[config.mk]
export PLATFORM = sky130hd
export DESIGN_NAME = encoder_2x1
export DESIGN_NICKNAME = d
export VERILOG_FILES = /design/src/rtl/encoder_2x1.sv
export SDC_FILE = /design/constraint.sdc
export NUM_CORES = 1
export LEC_CHECK = 0
export ABC_AREA = 1
export BUFFER_PORTS_ARGS = -buffer_cell sky130_fd_sc_hd__buf_4
export CORE_AREA = 2 2 39 41
export CTS_CLUSTER_SIZE = 10
export DETAILED_ROUTE_END_ITERATION = 7
export DIE_AREA = 0 0 41 43
export HOLD_SLACK_MARGIN = 0.1
export PLACE_DENSITY_LB_ADDON = 0.1
export SYNTH_ARGS = -nofsm -noshare
export SYNTH_HDL_FRONTEND = slang
export SYNTH_SLANG_ARGS = --single-unit
export TNS_END_PERCENT = 20
[constraint.sdc]
create_clock -name clk -period 1.8 [get_ports clk]
set_clock_uncertainty 0.2 [all_clocks]
set_input_delay 0.09 -clock clk [delete_from_list [all_inputs] [get_ports clk]]
set_output_delay 0.09 -clock clk [all_outputs]
set_load 0.005 [all_outputs]
[src/rtl/encoder_2x1.sv]
// One-hot 2-to-1 encoder with registered OUT/valid/err and saturating illegal-code counter; 1 clk latency, no backpressure.
// ENCODER_2X1_PRIORITY_EN: when defined, IN=2'b11 resolves to the MSB instead of being flagged illegal.
module encoder_2x1 #(
  parameter bit          HOLD_ON_INVALID = 1'b1,
  parameter int unsigned ERR_CNT_W       = 8
) (
  input  logic                 clk,
  input  logic                 rst,
  input  logic [1:0]           IN,
  output logic                 OUT,
  output logic                 valid,
  output logic                 err,
  output logic [ERR_CNT_W-1:0] err_cnt
);

  logic                 legal;
  logic                 illegal;
  logic                 idx;
  logic                 out_d, out_q;
  logic                 valid_d, valid_q;
  logic                 err_d, err_q;
  logic [ERR_CNT_W-1:0] err_cnt_d, err_cnt_q;

  always_comb begin
    legal   = 1'b0;
    illegal = 1'b0;
    idx     = 1'b0;
    case (IN)
      2'b01: begin
        legal = 1'b1;
        idx   = 1'b0;
      end
      2'b10: begin
        legal = 1'b1;
        idx   = 1'b1;
      end
      2'b11: begin
`ifdef ENCODER_2X1_PRIORITY_EN
        legal = 1'b1;
        idx   = 1'b1;
`else
        illegal = 1'b1;
`endif
      end
      default: begin
        legal   = 1'b0;
        illegal = 1'b0;
      end
    endcase
  end

  always_comb begin
    out_d     = legal ? idx : (HOLD_ON_INVALID ? out_q : 1'b0);
    valid_d   = legal;
    err_d     = illegal;
    err_cnt_d = err_cnt_q;
    // saturate at all-ones rather than wrapping
    if (illegal && (err_cnt_q != {ERR_CNT_W{1'b1}})) begin
      err_cnt_d = err_cnt_q + ERR_CNT_W'(1);
    end
  end

  always_ff @(posedge clk) begin
    if (rst) begin
      out_q     <= 1'b0;
      valid_q   <= 1'b0;
      err_q     <= 1'b0;
      err_cnt_q <= '0;
    end else begin
      out_q     <= out_d;
      valid_q   <= valid_d;
      err_q     <= err_d;
      err_cnt_q <= err_cnt_d;
    end
  end

  assign OUT     = out_q;
  assign valid   = valid_q;
  assign err     = err_q;
  assign err_cnt = err_cnt_q;

endmodule

==> impl_metrics.env, run 1 <==
export IMPL_path_common_cell="dlygate4sd3_1"
export IMPL_pre_cts_ws_ns=0.267
export IMPL_synth_cell_types=15
export IMPL_cts_buffers=3
export IMPL_finalHoldViolCount=0
export IMPL_slew_viol_final=0
export IMPL_synth_most_common_cell="nand2_1"
export IMPL_fin_hold_ws_ns=0.302
export IMPL_finalSetupTns_ns=0
export IMPL_setup_viol=0
export IMPL_drt_wirelength_per_cell_microns=9.63
export IMPL_rr_endpoint="err_cnt[5]"
export IMPL_critical_path_max_stage_delay_ns=0.56
export IMPL_worstHoldStart="OUT"
export IMPL_stdcell_area_sq_um=754
export IMPL_drt_pass1_iterations=2
export IMPL_die_area_sq_um=1760
export IMPL_combPwrFrac_pct=11.1
export IMPL_cts_reportedPaths_clkPinSlew_ns=0.07
export IMPL_syn_nets=86
export IMPL_top_layer_used="met4"
export IMPL_die_h_microns=43
export IMPL_grt_pass1_wl_microns=1850
export IMPL_wl_microns=1120
export IMPL_swShare_pct=22.3
export IMPL_hp_class="register to register"
export IMPL_power_density_nw_per_um2=622
export IMPL_vias_per_cell=4.59
export IMPL_r2r_slack_ns=0.25
export IMPL_htree_levels=1
export IMPL_p_leak_uw=0.000355
export IMPL_intPower_uw=365
export IMPL_min_delay_path_depth=2
export IMPL_critPathKind="input port to register"
export IMPL_port_buffers=14
export IMPL_rows=14
export IMPL_p_clk_share_pct=34.9
export IMPL_cp_max_fo=2
export IMPL_grt_max_degree=13
export IMPL_synth_edff_count=0
export IMPL_rsz0062_at_grt="no"
export IMPL_fin_nets=108
export IMPL_cts_tree="built"
export IMPL_yosysTopAreaCell="dfxtp_1"
export IMPL_cts_sinks=11
export IMPL_seqCellArea_sq_um=220
export IMPL_path_buf_inv=4
export IMPL_clkLatencyLatePin_ns=0.26
export IMPL_num_antenna_cells=0
export IMPL_crit_chain="dlygate4sd3_1 -> buf_4 -> inv_1 -> ha_4 -> dlygate4sd3_1 -> nor2_1"
export IMPL_crit_path_end_kind="register"
export IMPL_antenna_found_initial=0
export IMPL_coreArea_sq_um=1380
export IMPL_dpl_instance_area_sq_um=676
export IMPL_r2r_start="err_cnt[0]"
export IMPL_arrival_ns=1.72
export IMPL_post_cts_setup_buffer_count=0
export IMPL_drt_initial_drc_count=2
export IMPL_yosysTopAreaCellShare_pct=39.2
export IMPL_yosysWarnings=0
export IMPL_crit_family="buffers and inverters"
export IMPL_area_growth_pct=34.3
export IMPL_die_w_microns=41
export IMPL_min_to="OUT"
export IMPL_start_kind="input port"
export IMPL_grt_ovfl_total=0
export IMPL_dr_wl_met2_microns=504
export IMPL_grt_total_usage_pct=15.3
export IMPL_num_vias=533
export IMPL_drive_gt1_share_pct=25.0
export IMPL_grt_pass1_vias=459
export IMPL_status="finished, final reports clean"
export IMPL_switchingPower_uw=105
export IMPL_netlist_area_sq_um=562
export IMPL_async_flop_share_pct=0
export IMPL_cts_buffer_depth=2
export IMPL_syn_inst=79
export IMPL_ir_drop_v=0.000347
export IMPL_num_fill_cells=136
export IMPL_ys_top_cells_by_count="nand2_1, nor2_1, dfxtp_1, inv_1, a21oi_1"
export IMPL_synth_seq_cells=11
export IMPL_drc_errors=0
export IMPL_io_pins=15
export IMPL_period_minus_slack_ns=1.72
export IMPL_ys_seq_area_share_pct=39.2
export IMPL_synth_flop_cell="dfxtp_1"
export IMPL_start_util_pct=40.6
export IMPL_required_ns=1.80
export IMPL_fin_ws_ns=0.0833
export IMPL_wl_met3_microns=49
export IMPL_dp_hpwl_microns=824
export IMPL_cts_root_buf="clkbuf_4"
export IMPL_fin_crit_sh_pct=95.4
export IMPL_max_freq_ghz=0.583
export IMPL_multiInputGateArea_sq_um=302
export IMPL_seq_power_share_pct=54.1
export IMPL_cap_violations=0
export IMPL_worstMarginPinSlew_ns=0.252
export IMPL_critical_path_cell_count=6
export IMPL_total_power_uw=469
export IMPL_met1_length_microns=552
export IMPL_ff2ff_path_depth=6
export IMPL_synth_area_per_cell_sq_um=7.11
export IMPL_gp_congestion=0.694
export IMPL_synth_area_leaders="dfxtp_1, nand2_1, nor2_1"
export IMPL_ant_nets=0
export IMPL_slowest_stage="dlygate4sd3_1"
export IMPL_slew_headroom_pct=83.1
==> worst max path at each step <==
stage,start,endpoint,slack (ns)
detailed placement,err_cnt[0],err_cnt[4],0.27
floorplan,err_cnt[0],err_cnt[5],0.35
CTS,IN[0],valid,0.07
global placement,err_cnt[0],err_cnt[4],0.30
global route,IN[1],err_cnt[4],0.01
finish,IN[0],valid,0.08
==> per-layer routing <==
metal	GRT usage (%)	vias up
met1	19.0	233
met5	0	-
met4	6.00	0
met2	23.4	9
met3	4.71	2
li1	-	289
==> power by group through the flow <==
stage / combinational [uW] / clock [uW] / sequential, uW
after floorplan: 19.4 / 0 / 260
after global placement: 40.2 / 0 / 259
after detailed placement: 40.4 / 0 / 260
after CTS: 49.0 / 169 / 254
after global routing: 58.2 / 180 / 255
final: 51.9 / 164 / 254
==> state kept, by name (all words and copies together) (netlist names) <==
| register | count |
|---|---|
| OUT | 1 |
| err | 1 |
| err_cnt | 8 |
| valid | 1 |
==> through the flow <==
step / utilization (%) / cells
final: 54.5 / 116
after CTS: 53.6 / 116
after detailed placement: 48.8 / 108
after global routing: 54.5 / 116
after global placement: 48.8 / 108
after floorplan: - / 79
==> cell type report <==
cell class	count	share of cell area (%)
Inverter	11	5.47
Clock buffer	4	3.48
Sequential cell	11	29.2
Timing Repair Buffer	18	19.2
Multi-Input combinational cell	56	40.0
Tap cell	16	2.65
==> worst min-delay path: stages (launching register included) <==
cell and delay (ns):
dfxtp_1 0.33, mux2i_1 0.07, nor2_1 0.07
==> cells in the final DEF (no fill, tap or decap), types with 3 or more instances in the layout <==
cell           instances
dfxtp_1               11
nand3_1                4
a21oi_1                5
inv_1                 11
nand2_1               18
buf_4                 14
nand2_2                4
clkbuf_4               3
nor2_1                15
dlygate4sd3_1          4
==> cell families after synthesis <==
group                    after synthesis  share of synthesized area [%]
flip-flops                            11                           39.2
adder cells (fa/ha/maj)                3                           6.68
buffers and inverters                 12                           9.35
AO/OA/AOI/OAI                          6                           6.01
AND/OR/NAND/NOR                       46                           37.0
multiplexers                           1                           1.78
==> what timing repair did <==
| action | CTS | global route |
|---|---|---|
| gates resized for setup | 0 | 1 |
| endpoints found under the setup margin | 0 | 1 |
| endpoints found under the hold margin | 11 | 0 |
| hold buffers | 4 | 0 |
Power figures use the tool's default switching activity.
==> run 2: changes to the inputs <==
ABC_CLOCK_PERIOD_IN_PS = 1800   (was default)
PLACE_DENSITY = 0.76   (was default)
PLACE_DENSITY_LB_ADDON = default   (was 0.1)
REMOVE_ABC_BUFFERS = 1   (was default)
==> impl_metrics.env, run 2 (synthesized netlist as in run 1, its figures left out) <==
export IMPL_min_delay_path_depth=2
export IMPL_pre_cts_ws_ns=0.281
export IMPL_io_pins=15
export IMPL_grt_ovfl_total=0
export IMPL_ir_drop_v=0.000450
export IMPL_hp_class="register to register"
export IMPL_cts_hold_buf=4
export IMPL_r2r_slack_ns=0.26
export IMPL_start_util_pct=40.6
export IMPL_die_area_sq_um=1760
export IMPL_num_fill_cells=130
export IMPL_cts_tree="built"
export IMPL_crit_start="IN[0]"
export IMPL_intPower_uw=363
export IMPL_fin_util_pct=53.6
export IMPL_gp_congestion=0.792
export IMPL_cts_reportedPaths_clkPinSlew_ns=0.07
export IMPL_min_to="OUT"
export IMPL_fin_ws_ns=0.101
export IMPL_dp_cells=108
export IMPL_max_freq_ghz=0.589
export IMPL_vias_per_cell=4.65
export IMPL_required_ns=1.82
export IMPL_status="finished, final reports clean"
export IMPL_seq_power_share_pct=53.2
export IMPL_p_leak_uw=0.000355
export IMPL_swShare_pct=23.8
export IMPL_grt_pass1_vias=432
export IMPL_power_density_nw_per_um2=642
export IMPL_period_minus_slack_ns=1.70
export IMPL_drive_gt1_share_pct=24.0
export IMPL_fin_nets=108
export IMPL_path_common_cell="dlygate4sd3_1"
export IMPL_rr_endpoint="err_cnt[5]"
export IMPL_combPwrFrac_pct=10.1
export IMPL_grt_max_degree=13
export IMPL_antenna_found_initial=0
export IMPL_cts_root_buf="clkbuf_4"
export IMPL_rsz0062_at_grt="no"
export IMPL_cts_resized=0
export IMPL_finalHoldViolCount=0
export IMPL_largest_reg_flops=8
export IMPL_cts_sinks=11
export IMPL_ff2ff_path_depth=6
export IMPL_crit_path_end_kind="register"
export IMPL_ant_nets=0
export IMPL_drc_errors=0
export IMPL_worstHoldStart="OUT"
export IMPL_slew_viol_final=0
export IMPL_crit_chain="dlygate4sd3_1 -> buf_4 -> inv_1 -> ha_1 -> dlygate4sd3_1 -> nor2_1"
export IMPL_clkLatencyLatePin_ns=0.27
export IMPL_coreArea_sq_um=1380
export IMPL_final_common_cell="nand2_1"
export IMPL_switchingPower_uw=113
export IMPL_drt_wirelength_per_cell_microns=9.41
export IMPL_critical_path_max_stage_delay_ns=0.56
export IMPL_num_vias=539
export IMPL_stdcell_count=116
export IMPL_wl_microns=1090
export IMPL_start_kind="input port"
export IMPL_area_growth_pct=32.1
export IMPL_num_antenna_cells=0
export IMPL_finalSetupTns_ns=0
export IMPL_worstMarginPinSlew_ns=0.252
export IMPL_slowest_stage="dlygate4sd3_1"
export IMPL_die_w_microns=41
export IMPL_critPathKind="input port to register"
export IMPL_arrival_ns=1.72
export IMPL_p_clk_share_pct=36.7
export IMPL_layout_common_cells="nand2_1, nor2_1, buf_4"
export IMPL_post_cts_setup_buffer_count=0
export IMPL_grt_total_usage_pct=15.6
export IMPL_grt_pass1_wl_microns=1820
export IMPL_drt_pass1_iterations=4
export IMPL_die_h_microns=43
export IMPL_cts_buffer_depth=2
export IMPL_slew_headroom_pct=83.1
export IMPL_rows=14
export IMPL_cts_buffers=3
export IMPL_htree_levels=1
export IMPL_setup_viol=0
export IMPL_dp_hpwl_microns=771
export IMPL_port_buffers=14
export IMPL_cp_max_fo=2
export IMPL_cap_violations=0
export IMPL_fin_crit_sh_pct=94.4
export IMPL_r2r_start="err_cnt[0]"
export IMPL_drt_initial_drc_count=11
run 2: worst max-delay path by stage:
stage / end / cells after the start
2_1_floorplan: err_cnt[5] / 6
5_1_grt: valid / 6
4_1_cts: valid / 6
3_5_place_dp: err_cnt[4] / 8
6_report: valid / 6
3_3_place_gp: err_cnt[5] / 6
run 2: area by class of cell:
cell class | instances | area, sq um | share of cell area [%]
well taps | 16 | 20.0 | 2.70
repair buffers | 18 | 145 | 19.6
multi-input cells | 56 | 289 | 39.0
inverters | 11 | 41.3 | 5.56
flip-flops and latches | 11 | 220 | 29.7
clock buffers | 4 | 26.3 | 3.54
run 2: power by group through the flow:
stage	combinational (uW)	clock, uW	sequential [uW]
after floorplan	19.4	0	260
after global placement	39.5	0	259
after detailed placement	39.9	0	259
after CTS	48.2	180	254
after global routing	54.5	192	254
final	48.2	175	254
run 2: worst max-delay path: cells and delay by family:
family        cells  cell delay, ns
fa+ha+maj         1            0.31
buf+inv           4            1.23
simple gates      1            0.10
run 2: metal layers:
layer	routed length, microns	global-route usage, %
met2	500	21.9
met1	495	19.5
met3	54	5.24
met4	42	10.0
met5	0	0
run 2: stage by stage:
stage / cell area [sq um] / hold WS, ns / total power, uW
2_1_floorplan: 551 / -0.0476 / 279
3_3_place_gp: 676 / 0.0954 / 299
3_5_place_dp: 676 / 0.101 / 299
4_1_cts: 742 / 0.310 / 482
5_1_grt: 742 / 0.336 / 501
6_report: 742 / 0.307 / 476
